## src/rtl/line_follow_ctrl_if.sv

```systemverilog
// Sensor/mode inputs and motor-drive outputs of the line-follower controller.
interface line_follow_ctrl_if #(
  parameter int N_SENS = 5,
  parameter int DUTY_W = 12,
  parameter int LAP_W  = 8
);
  logic [N_SENS-1:0] sensors;
  logic [1:0]        circuit;
  logic [1:0]        directie_driverA;
  logic [1:0]        directie_driverB;
  logic [DUTY_W-1:0] factor_dc_driverA;
  logic [DUTY_W-1:0] factor_dc_driverB;
  logic              semnal_stanga;
  logic              semnal_dreapta;
  logic              stop;
  logic [LAP_W-1:0]  count_ture;
  logic [2:0]        state_dbg;

  modport slave (
    input  sensors, circuit,
    output directie_driverA, directie_driverB, factor_dc_driverA, factor_dc_driverB,
           semnal_stanga, semnal_dreapta, stop, count_ture, state_dbg
  );
  modport master (
    output sensors, circuit,
    input  directie_driverA, directie_driverB, factor_dc_driverA, factor_dc_driverB,
           semnal_stanga, semnal_dreapta, stop, count_ture, state_dbg
  );
endinterface

```

## src/rtl/line_follow_ctrl.sv

```systemverilog
// Line-follower controller: sensor sync/debounce, steering FSM, lap counting,
// registered motor direction/duty and indicator outputs.
module line_follow_ctrl #(
  parameter int                 N_SENS     = 5,
  parameter int                 DUTY_W     = 12,
  parameter logic [DUTY_W-1:0]  DUTY_MAX   = 12'h999,
  parameter logic [DUTY_W-1:0]  DUTY_TURN  = 12'h400,
  parameter int                 DEB_CYC    = 4,
  parameter int                 LOST_TMO   = 50000,
  parameter int                 LAP_W      = 8,
  parameter int                 LAP_TARGET = 10
) (
  input logic              clk,
  input logic              rst,
  line_follow_ctrl_if.slave bus
);
  localparam int C  = (N_SENS - 1) / 2;
  localparam int CW = (DEB_CYC > 1) ? $clog2(DEB_CYC) : 1;
  localparam int TW = (LOST_TMO > 1) ? $clog2(LOST_TMO) : 1;
  localparam logic [1:0] FWD = 2'b10, REV = 2'b01, OFF = 2'b00;

  typedef enum logic [2:0] {
    IDLE = 3'd0, FOLLOW = 3'd1, SEARCH = 3'd2, LOST = 3'd3, FINISH = 3'd4
  } state_t;

  state_t            state, state_nx;
  logic [N_SENS-1:0] sync1, sync2, deb;
  logic              last_side, last_nx, fin_q;
  logic [TW-1:0]     timer, timer_nx;
  logic [LAP_W-1:0]  count, count_nx, cnt_inc;
  logic              lap_hit;

  logic [1:0]        dir_a, dir_b, dir_a_nx, dir_b_nx;
  logic [DUTY_W-1:0] duty_a, duty_b, duty_a_nx, duty_b_nx;
  logic              sl, sr, stp, sl_nx, sr_nx, stp_nx;

  always_ff @(posedge clk or posedge rst)
    if (rst) begin
      sync1 <= '0;
      sync2 <= '0;
    end else begin
      sync1 <= bus.sensors;
      sync2 <= sync1;
    end

  // A bit flips only after DEB_CYC consecutive differing samples.
  for (genvar i = 0; i < N_SENS; i++) begin : g_deb
    logic [CW-1:0] cnt;
    logic          bit_q;
    always_ff @(posedge clk or posedge rst)
      if (rst) begin
        cnt   <= '0;
        bit_q <= 1'b0;
      end else if (sync2[i] == bit_q) begin
        cnt <= '0;
      end else if (cnt == CW'(DEB_CYC - 1)) begin
        cnt   <= '0;
        bit_q <= sync2[i];
      end else begin
        cnt <= cnt + 1'b1;
      end
    assign deb[i] = bit_q;
  end

  logic l_t, r_t, m_t, on_line, fin, lap_rise;
  assign l_t      = |deb[C-1:1];
  assign r_t      = |deb[N_SENS-2:C+1];
  assign m_t      = deb[C];
  assign on_line  = l_t | r_t | m_t;
  assign fin      = deb[0] & deb[N_SENS-1];
  assign lap_rise = fin & ~fin_q;
  assign cnt_inc  = (&count) ? count : count + LAP_W'(1);

  always_comb begin
    state_nx = state;
    last_nx  = last_side;
    timer_nx = timer;
    count_nx = count;
    lap_hit  = 1'b0;
    if (bus.circuit == 2'b00) begin
      state_nx = IDLE;
      count_nx = '0;
    end else begin
      case (state)
        IDLE: state_nx = FOLLOW;
        FOLLOW, SEARCH: begin
          // Lap is counted before the line-loss decision of the same cycle.
          if (lap_rise) begin
            count_nx = cnt_inc;
            lap_hit  = (bus.circuit == 2'b01 && cnt_inc == LAP_W'(1)) ||
                       (bus.circuit == 2'b10 && cnt_inc == LAP_W'(LAP_TARGET));
          end
          if (lap_hit) begin
            state_nx = FINISH;
          end else if (state == FOLLOW) begin
            if (!on_line) begin
              state_nx = SEARCH;
              timer_nx = '0;
            end else if (l_t && !r_t) begin
              last_nx = 1'b0;
            end else if (r_t && !l_t) begin
              last_nx = 1'b1;
            end
          end else begin
            if (on_line)                          state_nx = FOLLOW;
            else if (timer == TW'(LOST_TMO - 1)) state_nx = LOST;
            else                                  timer_nx = timer + 1'b1;
          end
        end
        LOST:    if (on_line) state_nx = FOLLOW;
        FINISH:  state_nx = FINISH;
        default: state_nx = IDLE;
      endcase
    end
  end

  // Outputs are decoded from the next state so they line up with state_dbg.
  always_comb begin
    dir_a_nx  = OFF;
    dir_b_nx  = OFF;
    duty_a_nx = '0;
    duty_b_nx = '0;
    stp_nx    = 1'b1;
    sl_nx     = deb[0];
    sr_nx     = deb[N_SENS-1];
    case (state_nx)
      IDLE: begin
        sl_nx = 1'b0;
        sr_nx = 1'b0;
      end
      FOLLOW: begin
        stp_nx    = 1'b0;
        dir_a_nx  = FWD;
        dir_b_nx  = FWD;
        duty_a_nx = (l_t && !r_t) ? DUTY_TURN : DUTY_MAX;
        duty_b_nx = (r_t && !l_t) ? DUTY_TURN : DUTY_MAX;
      end
      SEARCH: begin
        dir_a_nx  = last_nx ? FWD : REV;
        dir_b_nx  = last_nx ? REV : FWD;
        duty_a_nx = DUTY_TURN;
        duty_b_nx = DUTY_TURN;
      end
      default: ;
    endcase
  end

  always_ff @(posedge clk or posedge rst)
    if (rst) begin
      state     <= IDLE;
      last_side <= 1'b0;
      timer     <= '0;
      count     <= '0;
      fin_q     <= 1'b0;
      dir_a     <= OFF;
      dir_b     <= OFF;
      duty_a    <= '0;
      duty_b    <= '0;
      sl        <= 1'b0;
      sr        <= 1'b0;
      stp       <= 1'b1;
    end else begin
      state     <= state_nx;
      last_side <= last_nx;
      timer     <= timer_nx;
      count     <= count_nx;
      fin_q     <= fin;
      dir_a     <= dir_a_nx;
      dir_b     <= dir_b_nx;
      duty_a    <= duty_a_nx;
      duty_b    <= duty_b_nx;
      sl        <= sl_nx;
      sr        <= sr_nx;
      stp       <= stp_nx;
    end

  assign bus.directie_driverA  = dir_a;
  assign bus.directie_driverB  = dir_b;
  assign bus.factor_dc_driverA = duty_a;
  assign bus.factor_dc_driverB = duty_b;
  assign bus.semnal_stanga     = sl;
  assign bus.semnal_dreapta    = sr;
  assign bus.stop              = stp;
  assign bus.count_ture        = count;
  assign bus.state_dbg         = state;
endmodule
```

## src/flat_wrapper.sv

```systemverilog
// flat-port wrapper written by rule: the top's interface ports become plain ports
module line_follow_ctrl_flat 
#(
  parameter int                 N_SENS     = 5,
  parameter int                 DUTY_W     = 12,
  parameter logic [DUTY_W-1:0]  DUTY_MAX   = 12'h999,
  parameter logic [DUTY_W-1:0]  DUTY_TURN  = 12'h400,
  parameter int                 DEB_CYC    = 4,
  parameter int                 LOST_TMO   = 50000,
  parameter int                 LAP_W      = 8,
  parameter int                 LAP_TARGET = 10
)
  (clk, rst, bus_sensors, bus_circuit, bus_directie_driverA, bus_directie_driverB, bus_factor_dc_driverA, bus_factor_dc_driverB, bus_semnal_stanga, bus_semnal_dreapta, bus_stop, bus_count_ture, bus_state_dbg);
  line_follow_ctrl_if #(.N_SENS(N_SENS), .DUTY_W(DUTY_W), .LAP_W(LAP_W)) bus_i ();
  input logic clk;
  input logic rst;
  input wire logic [$bits(bus_i.sensors)-1:0] bus_sensors;
  input wire logic [$bits(bus_i.circuit)-1:0] bus_circuit;
  output wire logic [$bits(bus_i.directie_driverA)-1:0] bus_directie_driverA;
  output wire logic [$bits(bus_i.directie_driverB)-1:0] bus_directie_driverB;
  output wire logic [$bits(bus_i.factor_dc_driverA)-1:0] bus_factor_dc_driverA;
  output wire logic [$bits(bus_i.factor_dc_driverB)-1:0] bus_factor_dc_driverB;
  output wire logic [$bits(bus_i.semnal_stanga)-1:0] bus_semnal_stanga;
  output wire logic [$bits(bus_i.semnal_dreapta)-1:0] bus_semnal_dreapta;
  output wire logic [$bits(bus_i.stop)-1:0] bus_stop;
  output wire logic [$bits(bus_i.count_ture)-1:0] bus_count_ture;
  output wire logic [$bits(bus_i.state_dbg)-1:0] bus_state_dbg;
  assign bus_i.sensors = bus_sensors;
  assign bus_i.circuit = bus_circuit;
  assign bus_directie_driverA = bus_i.directie_driverA;
  assign bus_directie_driverB = bus_i.directie_driverB;
  assign bus_factor_dc_driverA = bus_i.factor_dc_driverA;
  assign bus_factor_dc_driverB = bus_i.factor_dc_driverB;
  assign bus_semnal_stanga = bus_i.semnal_stanga;
  assign bus_semnal_dreapta = bus_i.semnal_dreapta;
  assign bus_stop = bus_i.stop;
  assign bus_count_ture = bus_i.count_ture;
  assign bus_state_dbg = bus_i.state_dbg;
  line_follow_ctrl #(.N_SENS(N_SENS), .DUTY_W(DUTY_W), .DUTY_MAX(DUTY_MAX), .DUTY_TURN(DUTY_TURN), .DEB_CYC(DEB_CYC), .LOST_TMO(LOST_TMO), .LAP_W(LAP_W), .LAP_TARGET(LAP_TARGET)) u_core (.clk(clk), .rst(rst), .bus(bus_i));
endmodule
```

## config.mk

```make
export PLATFORM = sky130hd
export DESIGN_NAME = line_follow_ctrl_flat
export DESIGN_NICKNAME = d
export VERILOG_FILES = /design/src/rtl/line_follow_ctrl_if.sv /design/src/rtl/line_follow_ctrl.sv /design/src/flat_wrapper.sv
export SDC_FILE = /design/constraint.sdc
export NUM_CORES = 1
export LEC_CHECK = 0
export BUFFER_PORTS_ARGS = -buffer_cell sky130_fd_sc_hd__buf_4
export CORE_MARGIN = 2
export CORE_UTILIZATION = 51
export CTS_CLUSTER_DIAMETER = 40
export CTS_CLUSTER_SIZE = 12
export DETAILED_ROUTE_END_ITERATION = 10
export PLACE_DENSITY_LB_ADDON = 0.25
export SLEW_MARGIN = 10
export SYNTH_ARGS = -nofsm -noshare
export SYNTH_HDL_FRONTEND = slang
export SYNTH_SLANG_ARGS = --single-unit
```

## constraint.sdc

```tcl
create_clock -name clk -period 2.7 [get_ports clk]
set_input_delay 0.135 -clock clk [delete_from_list [all_inputs] [get_ports clk]]
set_output_delay 0.135 -clock clk [all_outputs]
set_load 0.02 [all_outputs]
```

## After elaboration in Yosys (flattened, before gate mapping)

Cells that the tools add are included.

- Register bits: 85
- Word-level logic and storage cells: 134

- Reduce and logical (&&, ||, !) cells: 21
- Bitwise logic cells: 13
- Add/subtract/negate cells: 7
- Multiplexer cells: 47
- Eq/ne operators: 22

Operators with widths:

| kind | count |
|---|---|
| $mux W16 | 4 |
| $pmux W12 S2 | 2 |
| $mux W8 | 4 |
| $mux W12 | 2 |
| $mux W2 | 12 |
| $mux W3 | 7 |
| $add A16 B1 Y16 const B | 1 |
| $eq A16 B16 Y1 const B | 1 |
| $mux W1 | 13 |
| $eq A2 B2 Y1 const B | 6 |
| $pmux W3 S4 | 1 |
| $reduce_and A2 Y1 | 6 |
| $add A2 B1 Y2 const B | 5 |
| $eq A3 B2 Y1 const B | 3 |
| $not A1 Y1 | 9 |
| $add A8 B1 Y8 const B | 1 |
| $eq A8 B1 Y1 const B | 1 |
| $eq A8 B4 Y1 const B | 1 |
| $pmux W2 S2 | 2 |
| $reduce_and A8 Y1 | 1 |
| $eq A3 B1 Y1 const B | 2 |
| $logic_not A3 Y1 | 2 |
| $eq A1 B1 Y1 | 5 |
| $reduce_and A5 Y1 | 1 |
| 11 further kinds | 18 |

## Logic depth before layout (Yosys ltp)

Gate-level depths: netlist of run 1.

- Depth after elaboration: 13
- Mapped depth: 11
- Mapped depth without buffers: 8

## Worst setup path after synthesis of run 1

No wires, ideal clock.

- Kind: register to register
- Start point: reg u_core.count[0], in the netlist u_core.bus.count_ture[0]
- End point: reg u_core.state[1], in the netlist u_core.bus.state_dbg[1]
- Arrival time: 2.446 ns
- Stages on the path, launching flop included: 10
- Period minus slack after synthesis: 2.566 ns
- Slack: 0.134 ns
- Buffers on the path: 1
- Path through: dfrtp_1 > ha_1 > and3_1 > buf_6 > a211oi_1 > o21ai_1 > mux2_4 > or2_1 > maj3_2 > and3_1

- Word-level cells in the longest chain between the ends: 11
- Elaborated cells between the ends (all ways): 14
- Classes of those cells: add/sub (1); eq/ne (2); mux (7); reduce/logical (4)

RTL lines:

| what | RTL line | source |
|---|---|---|
| start: declaration | line_follow_ctrl.sv:30 | `logic [LAP_W-1:0] count, count_nx, cnt_inc;` |
| start signal: assignment | line_follow_ctrl.sv:166 | `count <= count_nx;` |
| $add A8 B1 Y8 or $reduce_and A8 Y1 (tied branches) | line_follow_ctrl.sv:72 | `assign cnt_inc = (&count) ? count : count + LAP_W'(1);` |
| $mux W8 (*) | line_follow_ctrl.sv:72 |  |
| $eq A8 B1 Y1 or $eq A8 B4 Y1 (tied branches) | line_follow_ctrl.sv:90, line_follow_ctrl.sv:91 |  |
| $logic_and A1 B1 Y1, on equally long branches | line_follow_ctrl.sv:90, line_follow_ctrl.sv:91 |  |
| $logic_or A1 B1 Y1 (*) | line_follow_ctrl.sv:90 | `lap_hit = (bus.circuit == 2'b01 && cnt_inc == LAP_W'(1)) \|\|` |
| $mux W1 (*) | line_follow_ctrl.sv:88 | `if (lap_rise) begin` |
| $mux W1 (*) | line_follow_ctrl.sv:84 | `case (state)` |
| $mux W1 (*) | line_follow_ctrl.sv:80 | `if (bus.circuit == 2'b00) begin` |
| $mux W3 (*) | line_follow_ctrl.sv:93 | `if (lap_hit) begin` |
| $pmux W3 S4 (*) | line_follow_ctrl.sv:84 |  |
| $mux W3 (*) | line_follow_ctrl.sv:80 |  |
| via u_core.state_nx[1] | line_follow_ctrl.sv:26 | `state_t state, state_nx;` |
| end signal: assignment | line_follow_ctrl.sv:163 | `state <= state_nx;` |
| end: declaration | line_follow_ctrl.sv:26 |  |

Mark *: on every way through the listed nets, which the timed path passes. The rest lies on a longest branch. The select of a mux whose other input is x is not followed.
A chain may end at the register's enable or synchronous reset.

## Final worst setup path of run 1

- Start point: reg u_core.count[1], in the netlist u_core.bus.count_ture[1]
- End point: reg u_core.state[1], in the netlist u_core.bus.state_dbg[1]

Same word-level chain as after synthesis.

==> reports/results.ini, run 1 <==
[yosys]
synthTopCellsByCount = dfrtp_1, buf_4, nor2_1
syn-mean-instance-area_um2 = 10.5
synth_area_um2 = 3200
synth_largest_area_cell = dfrtp_1
synth_seq_area_share_pct = 50.8
synth-edff-count = 0
synth_area_leaders = dfrtp_1, buf_4, a21oi_1
yosys.cell_count.top_type = dfrtp_1
yosys_register_bits = 65
yosysTopAreaCellShare_pct = 50.0
ys.flop_type = dfrtp_1
synth.distinct_cells = 58
yosys_warnings = 0
async_flop_share_pct = 100
synthCells = 305

[place]
gp_congestion = 0.879
hpwl_mm = 4.23
placed_area_um2 = 3500
port_buffers = 40

[floorplan]
core_um2 = 5990
chipWidth_um = 83.3
num_io_pins = 51
dieHeight_um = 83.3
die_area_um2 = 6930
initial_utilization_pct = 53.5
row_count = 28

[flow_run]
maxCapViolations = 0

[power_and_ir_drop]
comb_power_share_pct = 38.4
p_leak_nw = 1.70
power_w = 0.00363
seq_power_share_pct = 38.7
power_density_nw_per_um2 = 965
p_sw_share_pct = 38.2
p_int_w = 0.00225
ir_worst_vdd_uv = 640
p_switching_w = 0.00139
p_clk_share_pct = 22.9

[clock_network]
clock_latency_ps = 350
clockRootBuffer = clkbuf_8
cts_tree = yes
cts_buffers = 9
htreeDepth = 3
clkTransAtPathRegs_ps = 80
ctsLongestPathBuffers = 2
cts_sinks = 65

[timing]
skew_ps = 10.9
worst_pin_slew_ps = 784
final-hold-violation-count = 0
setup_tns_ps = 0
fin_crit_sh_pct = 92.9
rsz0062_at_grt = false
relSlewSlack_pct = 47.7
fin_hold_ws_ps = 19.9
setup_viol = 0
slew_viol_final = 0
period_needed_ps = 2510
fmax_mhz = 399

[layout]
layout-drive-gt1-share_pct = 24.9
post-route-util_pct = 62.8
fill_cells = 500
nets = 368
num_antenna_cells = 0
postLayoutCellArea_um2 = 3760
area_growth_syn_to_layout_pct = 17.5

[routing]
drt-total-wl_mm = 6.01
drcViolationCount = 0
post_drt_via_cell_ratio = 5.35
drt_pre_antenna_iters = 4
avgRoutedWirePerCell_um = 13.9
drt_first_iter_violations = 133
ant_nets = 0
vias = 2312

[grt]
grt_pass1_vias = 2207
track_usage_pct = 19.0
use_met3_pct = 7.16
overflow = 0
grt_use_met2_pct = 29.3
grt_max_degree = 66
grt-busiest-layer = met2
grt_pass1_wl_mm = 10.5
grtUsageMet1_pct = 25.0
antenna_found_initial = 0

[setup_path]
rr_worst_depth = 9
start_kind = flop
crit_type = reg -> reg
critPathMaxFanout = 8
arrival_ps = 2750
required_ps = 2940
cp-end-kind = flop

[status]
status = finished, final reports clean

[hold_path]
hold_path_class = in -> async

routing by layer:
layer  vias up  share of wire [%]
li1       1161                  -
met1      1096                 47
met2        49                 47
met3         6                4.6
met4         0                1.0
met5         -                  0
metrics by stage:
step / instances / setup WS (ps)
final: 432 / 193
after detailed placement: 411 / 234
after global routing: 432 / 27.2
after CTS: 432 / 193
after floorplan: 314 / 134
after global placement: 411 / 266
cell type report:
| class | count | area (um^2) | area share, % |
|---|---|---|---|
| repair buffers | 58 | 448 | 11.9 |
| clock inverters | 7 | 76.3 | 2.03 |
| clock buffers | 9 | 124 | 3.29 |
| well taps | 75 | 93.8 | 2.49 |
| inverters | 7 | 26.3 | 0.698 |
| flip-flops and latches | 65 | 1630 | 43.3 |
| multi-input cells | 211 | 1370 | 36.3 |
worst paths after layout:
kind,startpoint,to,slack [ps]
worst max-delay path,u_core.bus.count_ture[1],u_core.bus.state_dbg[1],190
worst min-delay path,rst,u_core.g_deb[4].bit_q,20
worst max register to register,u_core.bus.count_ture[1],u_core.bus.state_dbg[1],190
worst min register to register,u_core.sync1[1],u_core.sync2[1],350
max in group asynchronous,rst,u_core.timer[11],2160
min in group clk,bus_circuit[0],u_core.bus.count_ture[0],260
flip-flops by register name, summed over array words and instances (netlist names):
signal,flops
u_core.timer,16
u_core.g_deb.cnt,10
u_core.bus.count_ture,8
u_core.g_deb.bit_q,5
u_core.sync1,5
u_core.sync2,5
u_core.bus.state_dbg,3
u_core.bus.directie_driverA,2
u_core.bus.directie_driverB,2
u_core.bus.factor_dc_driverA,2
u_core.bus.factor_dc_driverB,2
u_core.bus.semnal_dreapta,1
u_core.bus.semnal_stanga,1
u_core.bus.stop,1
u_core.fin_q,1
u_core.last_side,1
cells in the final DEF (no fill, tap or decap), drive strengths merged, types with 4 or more instances in the layout:
cell type / Yosys / final
a21oi: 20 / 20
and3: 5 / 5
buf: 29 / 53
clkbuf: 2 / 9
conb: 1 / 10
dfrtp: 64 / 64
dlygate4sd3: 0 / 5
ha: 7 / 7
inv: 7 / 10
mux2: 4 / 4
nand2: 14 / 14
nand3: 7 / 7
nand4: 6 / 6
nor2: 21 / 21
nor2b: 6 / 6
nor3: 18 / 18
o21a: 6 / 6
o21ai: 22 / 22
o31ai: 6 / 6
or3: 6 / 6
xnor2: 7 / 7
xor2: 5 / 5
what timing repair did:
action,in CTS,in global routing
resized for setup,0,2
setup buffers,0,0
hold endpoints to repair,5,0
endpoints found under the setup margin,0,8
hold buffers,5,0
power by group through the flow:
stage / logic (W) / registers (W) / clock network, W
finish: 0.00140 / 0.00140 / 0.000833
global route: 0.00153 / 0.00145 / 0.000903
CTS: 0.00140 / 0.00141 / 0.000855
detailed placement: 0.00139 / 0.00142 / 0
global placement: 0.00136 / 0.00141 / 0
floorplan: 0.000927 / 0.00149 / 0
critical path: stages, from the launching register on:
cell	delay, ps
dfrtp_1	440
ha_1	210
buf_4	140
inv_1	50
o211ai_2	200
xor2_1	210
nand4_2	310
or2_1	360
maj3_2	310
and3_1	180
kinds of logic (layout without fill, tap and decap cells):
logic type                 Yosys count  in the layout  share of synthesized area (%)
xor gates and xnor gates            12             12                           3.28
buffers and inverters               38             81                           7.89
AOI/OAI and AO/OA                   67             67                           13.5
muxes                                6              6                           2.15
DFF                                 65             65                           50.8
adders and majority gates            8              8                           3.08
other                                1             10                          0.117
and+or+nand+nor                    108            108                           19.2
Note: power is estimated with default switching activity, not from simulation.
==> inputs of run 2 (changes only) <==
==> constraint.sdc (replaced) <==
create_clock -name clk -period 2.15 [get_ports clk]
set_input_delay 0.1075 -clock clk [delete_from_list [all_inputs] [get_ports clk]]
set_output_delay 0.1075 -clock clk [all_outputs]
set_load 0.01 [all_outputs]
==> reports/results.ini, run 2 (synthesized netlist as in run 1, its figures left out) <==
[status]
status = finished, violations left
violations = setup timing

[layout]
final_common_cell = buf_4
fin_cells = 467  ; +8.1%
postLayoutCellArea_um2 = 4240  ; +13%
most-common-layout-cells = buf_4, dfrtp_1, nor2_1, a21oi_1, nor3_1
layout-drive-gt1-share_pct = 36.7  ; +12 points
post-route-util_pct = 70.7  ; +7.9 points
num_antenna_cells = 0  ; unchanged
area_growth_syn_to_layout_pct = 32.3
top_register = u_core.timer
nets = 403  ; +9.5%
largest_register_ffs = 16  ; unchanged

[grt]
overflow = 0  ; unchanged
grt_pass1_vias = 2378  ; +7.7%
grt_max_degree = 66  ; unchanged
grt_pass1_wl_mm = 11.6  ; +10%
track_usage_pct = 21.0  ; +2.0 points
antenna_found_initial = 0  ; unchanged

[routing]
vias = 2580  ; +12%
drt_first_iter_violations = 184  ; +38%
avgRoutedWirePerCell_um = 15.2  ; +9.2%
drt-total-wl_mm = 7.10  ; +18%
ant_nets = 0  ; unchanged
post_drt_via_cell_ratio = 5.52  ; +3.2%
drt_pre_antenna_iters = 5  ; +1
drcViolationCount = 0  ; unchanged

[floorplan]
die_area_um2 = 6930  ; unchanged
num_io_pins = 51  ; unchanged
row_count = 28  ; unchanged
dieHeight_um = 83.3  ; unchanged
chipWidth_um = 83.3  ; unchanged
core_um2 = 5990  ; unchanged
initial_utilization_pct = 53.5  ; unchanged

[timing]
skew_ps = 8.50  ; -2.37 ps
rsz0062_at_grt = true
fin_crit_sh_pct = 106  ; +13 points
worst_pin_slew_ps = 673  ; -111 ps
fmax_mhz = 438  ; +9.8%
setup_tns_ps = -1300  ; -1300 ps
relSlewSlack_pct = 54.7  ; +6.9 points
final-hold-violation-count = 0  ; unchanged
period_needed_ps = 2280  ; -224 ps
slew_viol_final = 0  ; unchanged
setup_viol = 23  ; +23
worst_slack_ps = -133  ; -326 ps

[clock_network]
clockRootBuffer = clkbuf_8
cts_sinks = 65  ; unchanged
htreeDepth = 3  ; unchanged
cts_tree = yes
clkTransAtPathRegs_ps = 70  ; about the same
clock_latency_ps = 350  ; about the same
ctsLongestPathBuffers = 2  ; unchanged
cts_buffers = 9  ; unchanged

[place]
hpwl_mm = 4.90  ; +16%
dp.cells = 443  ; +7.8%
port_buffers = 40  ; unchanged
gp_congestion = 0.904  ; +2.8%
placed_area_um2 = 3780  ; +7.9%

[setup_path]
cpPeakStageDelay_ps = 440  ; about the same
arrival_ps = 2530  ; -220 ps
start_kind = flop
crit_slowest_cell = dfrtp_2
critPathBufInv = 0  ; -2
crit_type = reg -> reg
cp-end-kind = flop
path_cells = ha_4, and3_4, nor3_1, a31o_4, nand4_4, or2_1, maj3_2, and3_4
cp_common_cell = and3_4
rr_worst_depth = 8  ; -1
required_ps = 2390  ; -550 ps
r2r_slack_ps = -130  ; -330 ps
crit_cells = 8  ; -1
crit_family = simple AND/OR/NAND/NOR gates
critPathMaxFanout = 7  ; -1

[flow_run]
maxCapViolations = 0  ; unchanged

[power_and_ir_drop]
ir_worst_vdd_uv = 803  ; +25%
p_leak_nw = 1.90  ; +12%
power_density_nw_per_um2 = 1160  ; +20%

[hold_path]
hold_path_class = in -> reg
holdPathStages = 4

[run 2: per-layer routing]
| metal | global-route usage (%) | wire length [um] | vias to the layer above |
|---|---|---|---|
| met4 | 7.45 | 80 | 0 |
| met3 | 5.77 | 432 | 9 |
| met1 | 27.7 | 2990 | 1248 |
| met5 | 0 | 0 | - |
| li1 | - | - | 1234 |
| met2 | 33.4 | 3590 | 89 |
[run 2: cell type report]
type	count	area, um^2
clock buffer	10	128
clock inverter	6	90.1
fill	425	1750
inverter	7	26.3
multi-input combinational	211	1530
sequential	65	1630
tap	75	93.8
timing repair buffer	93	744
[run 2: worst min-delay path: cells and delay by family]
family                 cells  cell delay, ps
buffers and inverters      2             280
and+or+nand+nor            2             150
[run 2: metrics by stage]
stage	power (W)	worst slack, ps	hold WS, ps
2_1_floorplan	0.00289	-118	139
6_report	0.00490	-133	232
5_1_grt	0.00520	-213	244
3_5_place_dp	0.00357	-168	211
3_3_place_gp	0.00351	-209	211
4_1_cts	0.00481	-80.0	219
[run 2: worst paths after layout]
| kind | from | end |
|---|---|---|
| setup / recovery | u_core.bus.count_ture[1] | u_core.bus.state_dbg[1] |
| hold reg to reg | u_core.sync1[4] | u_core.sync2[4] |
| max in group asynchronous | rst | u_core.bus.stop |
| hold / removal | bus_circuit[0] | u_core.bus.count_ture[3] |
| min in group asynchronous | rst | u_core.g_deb[4].cnt[0] |
| setup reg to reg | u_core.bus.count_ture[1] | u_core.bus.state_dbg[1] |
[run 2: timing repair]
item	in CTS	in global routing
hold buffers	6	0
buffers inserted	1	2
endpoints found under the setup margin	24	29
pin swaps	10	3
resized for setup	13	24
endpoints found under the hold margin	69	0
[run 2: where the power goes]
group / leakage, nW / internal [W] / switching, W
logic: 0.964 / 0.00102 / 0.00104
registers: 0.834 / 0.00152 / 0.000178
clock network: 0.107 / 0.000656 / 0.000479
==> inputs of run 3 (changes only) <==
--- a/config.mk
+++ b/config.mk
@@ -6,8 +6,10 @@
 export NUM_CORES = 1
 export LEC_CHECK = 0
 export BUFFER_PORTS_ARGS = -buffer_cell sky130_fd_sc_hd__buf_4
+export CELL_PAD_IN_SITES_DETAIL_PLACEMENT = 2
+export CELL_PAD_IN_SITES_GLOBAL_PLACEMENT = 2
 export CORE_MARGIN = 2
-export CORE_UTILIZATION = 51
+export CORE_UTILIZATION = 36
 export CTS_CLUSTER_DIAMETER = 40
 export CTS_CLUSTER_SIZE = 12
 export DETAILED_ROUTE_END_ITERATION = 10
==> constraint.sdc (replaced) <==
create_clock -name clk -period 2.21 [get_ports clk]
set_input_delay 0.1105 -clock clk [delete_from_list [all_inputs] [get_ports clk]]
set_output_delay 0.1105 -clock clk [all_outputs]
set_load 0.01 [all_outputs]
==> reports/results.ini, run 3 (synthesized netlist as in run 1, its figures left out) <==
[flow_run]
maxCapViolations = 0  ; unchanged

[power_and_ir_drop]
comb_power_share_pct = 45.8  ; +3.7 points
power_w = 0.00557  ; +14%
p_sw_share_pct = 39.2  ; +4.5 points
ir_worst_vdd_uv = 640  ; -20%
seq_power_share_pct = 31.0  ; -3.7 points
p_clk_share_pct = 23.2  ; about the same
p_leak_nw = 2.02  ; +6.0%
p_switching_w = 0.00218  ; +29%
power_density_nw_per_um2 = 1230  ; +6.2%
p_int_w = 0.00339  ; +5.8%

[status]
violations = setup timing
status = finished, violations left

[timing]
fin_crit_sh_pct = 109  ; +2.6 points
relSlewSlack_pct = 52.3  ; -2.4 points
worst_slack_ps = -195  ; -62.1 ps
period_needed_ps = 2410  ; +122 ps
slew_viol_final = 0  ; unchanged
worst_pin_slew_ps = 709  ; +36.2 ps
final-hold-violation-count = 0  ; unchanged
setup_viol = 26  ; +13%
rsz0062_at_grt = true
fmax_mhz = 416  ; -5.1%
skew_ps = 11.8  ; +3.29 ps

[routing]
drt_pre_antenna_iters = 4  ; -1
post_drt_via_cell_ratio = 5.52  ; about the same
drt-total-wl_mm = 13.1  ; +84%
drcViolationCount = 0  ; unchanged
ant_nets = 0  ; unchanged
vias = 2861  ; +11%
avgRoutedWirePerCell_um = 25.2  ; +66%
drt_first_iter_violations = 116  ; -37%

[clock_network]
ctsLongestPathBuffers = 2  ; unchanged
cts_tree = yes
clock_latency_ps = 360  ; about the same
cts_buffers = 9  ; unchanged
clockRootBuffer = clkbuf_8
htreeDepth = 3  ; unchanged
clkTransAtPathRegs_ps = 80  ; about the same
cts_sinks = 65  ; unchanged

[layout]
most-common-layout-cells = buf_4, dfrtp_1
largest_register_ffs = 16  ; unchanged
post-route-util_pct = 52.3  ; -18 points
top_register = u_core.timer
nets = 421  ; +4.5%
area_growth_syn_to_layout_pct = 41.6
num_antenna_cells = 0  ; unchanged
fill_cells = 870  ; +100%
final_common_cell = buf_4
layout-drive-gt1-share_pct = 43.7  ; +6.9 points

[setup_path]
crit_slowest_cell = dfrtp_2
crit_type = reg -> reg
path_cells = ha_4, and3_4, a211oi_2, o21ai_1, mux2_4, buf_6, nor2_4, nor3_4, buf_6, nor2_2
crit_path_start = u_core.bus.count_ture[0]
cp_common_cell = buf_6
cp-end-kind = flop
crit_family = simple AND/OR/NAND/NOR gates
reg2reg_from = u_core.bus.count_ture[0]
start_kind = flop
cpPeakStageDelay_ps = 450  ; about the same
critPathBufInv = 2  ; +2
required_ps = 2490  ; +100 ps
critPathMaxFanout = 6  ; -1
arrival_ps = 2680  ; +150 ps

[floorplan]
chipWidth_um = 98.3  ; +18%
dieHeight_um = 98.3  ; +18%
initial_utilization_pct = 36.9  ; -17 points
die_area_um2 = 9670  ; +40%
row_count = 34  ; +21%
num_io_pins = 51  ; unchanged
core_um2 = 8680  ; +45%

[grt]
grt_max_degree = 34  ; -48%
grt_pass1_wl_mm = 19.1  ; +65%
overflow = 0  ; unchanged
antenna_found_initial = 0  ; unchanged
track_usage_pct = 25.8  ; +4.8 points
grt_pass1_vias = 3227  ; +36%

[hold_path]
hold_path_class = in -> reg
holdCritStartpoint = bus_circuit[0]

[place]
port_buffers = 40  ; unchanged
gp_congestion = 0.768  ; -15%
hpwl_mm = 6.57  ; +34%

[run 3: per-layer routing]
layer	GRT usage (%)	vias to the layer above	wire length (um)	part of all wire [%]
li1	-	1263	-	-
met1	30.0	1497	5190	40
met2	48.0	80	7250	55
met3	5.44	21	389	3.0
met4	6.95	0	238	1.8
met5	0	-	0	0
[run 3: repair_timing]
| action | 4_1_cts | 5_1_grt |
|---|---|---|
| cloned | 0 | 1 |
| setup buffers | 7 | 5 |
| gates resized for setup | 25 | 41 |
| endpoints found under the hold margin | 25 | 0 |
| pin swaps | 11 | 16 |
| endpoints found under the setup margin | 29 | 29 |
| hold buffers | 6 | 0 |
[run 3: final timing paths]
kind / to / slack (ps) / cells after the start
setup / recovery: u_core.timer[7] / -200 / 10
hold / removal: u_core.bus.count_ture[0] / 310 / 4
hold reg to reg: u_core.sync2[3] / 360 / 0
min in group asynchronous: u_core.g_deb[0].cnt[0] / 420 / 3
max in group asynchronous: u_core.bus.stop / 1140 / 4
setup reg to reg: u_core.timer[7] / -200 / 10
[run 3: layout make-up]
class | count | area [um^2] | share of cell area (%)
flip-flops and latches | 65 | 1630 | 35.9
multi-input cells | 211 | 1590 | 35.1
repair buffers | 111 | 910 | 20.0
well taps | 108 | 135 | 2.98
clock buffers | 10 | 128 | 2.81
clock inverters | 6 | 115 | 2.54
inverters | 7 | 26.3 | 0.579
[run 3: power groups by stage]
| stage | Combinational [W] | Sequential, W | Clock (W) |
|---|---|---|---|
| 6_report | 0.00255 | 0.00173 | 0.00129 |
| 5_1_grt | 0.00270 | 0.00175 | 0.00135 |
| 4_1_cts | 0.00217 | 0.00169 | 0.00129 |
| 3_3_place_gp | 0.00181 | 0.00167 | 0 |
| 3_5_place_dp | 0.00189 | 0.00170 | 0 |
| 2_1_floorplan | 0.00107 | 0.00174 | 0 |
[run 3: worst register-to-register path, stage by stage (launching register included)]
cell and delay [ps]:
dfrtp_2 450, ha_4 180, and3_4 200, a211oi_2 240, o21ai_1 110, mux2_4 330, buf_6 140, nor2_4 250
nor3_4 110, buf_6 190, nor2_2 130
[run 3: per-stage QoR]
step / instances / hold slack (ps) / TNS [ps] / setup slack [ps] / instance area [um^2]
floorplan: 314 / 142 / -91.7 / -58.4 / 3270
global placement: 483 / 194 / -654 / -77.6 / 3870
detailed placement: 483 / 202 / -2690 / -185 / 3870
CTS: 512 / 257 / -351 / -72.8 / 4340
global route: 518 / 343 / -4970 / -274 / 4540
finish: 518 / 309 / -3260 / -195 / 4540
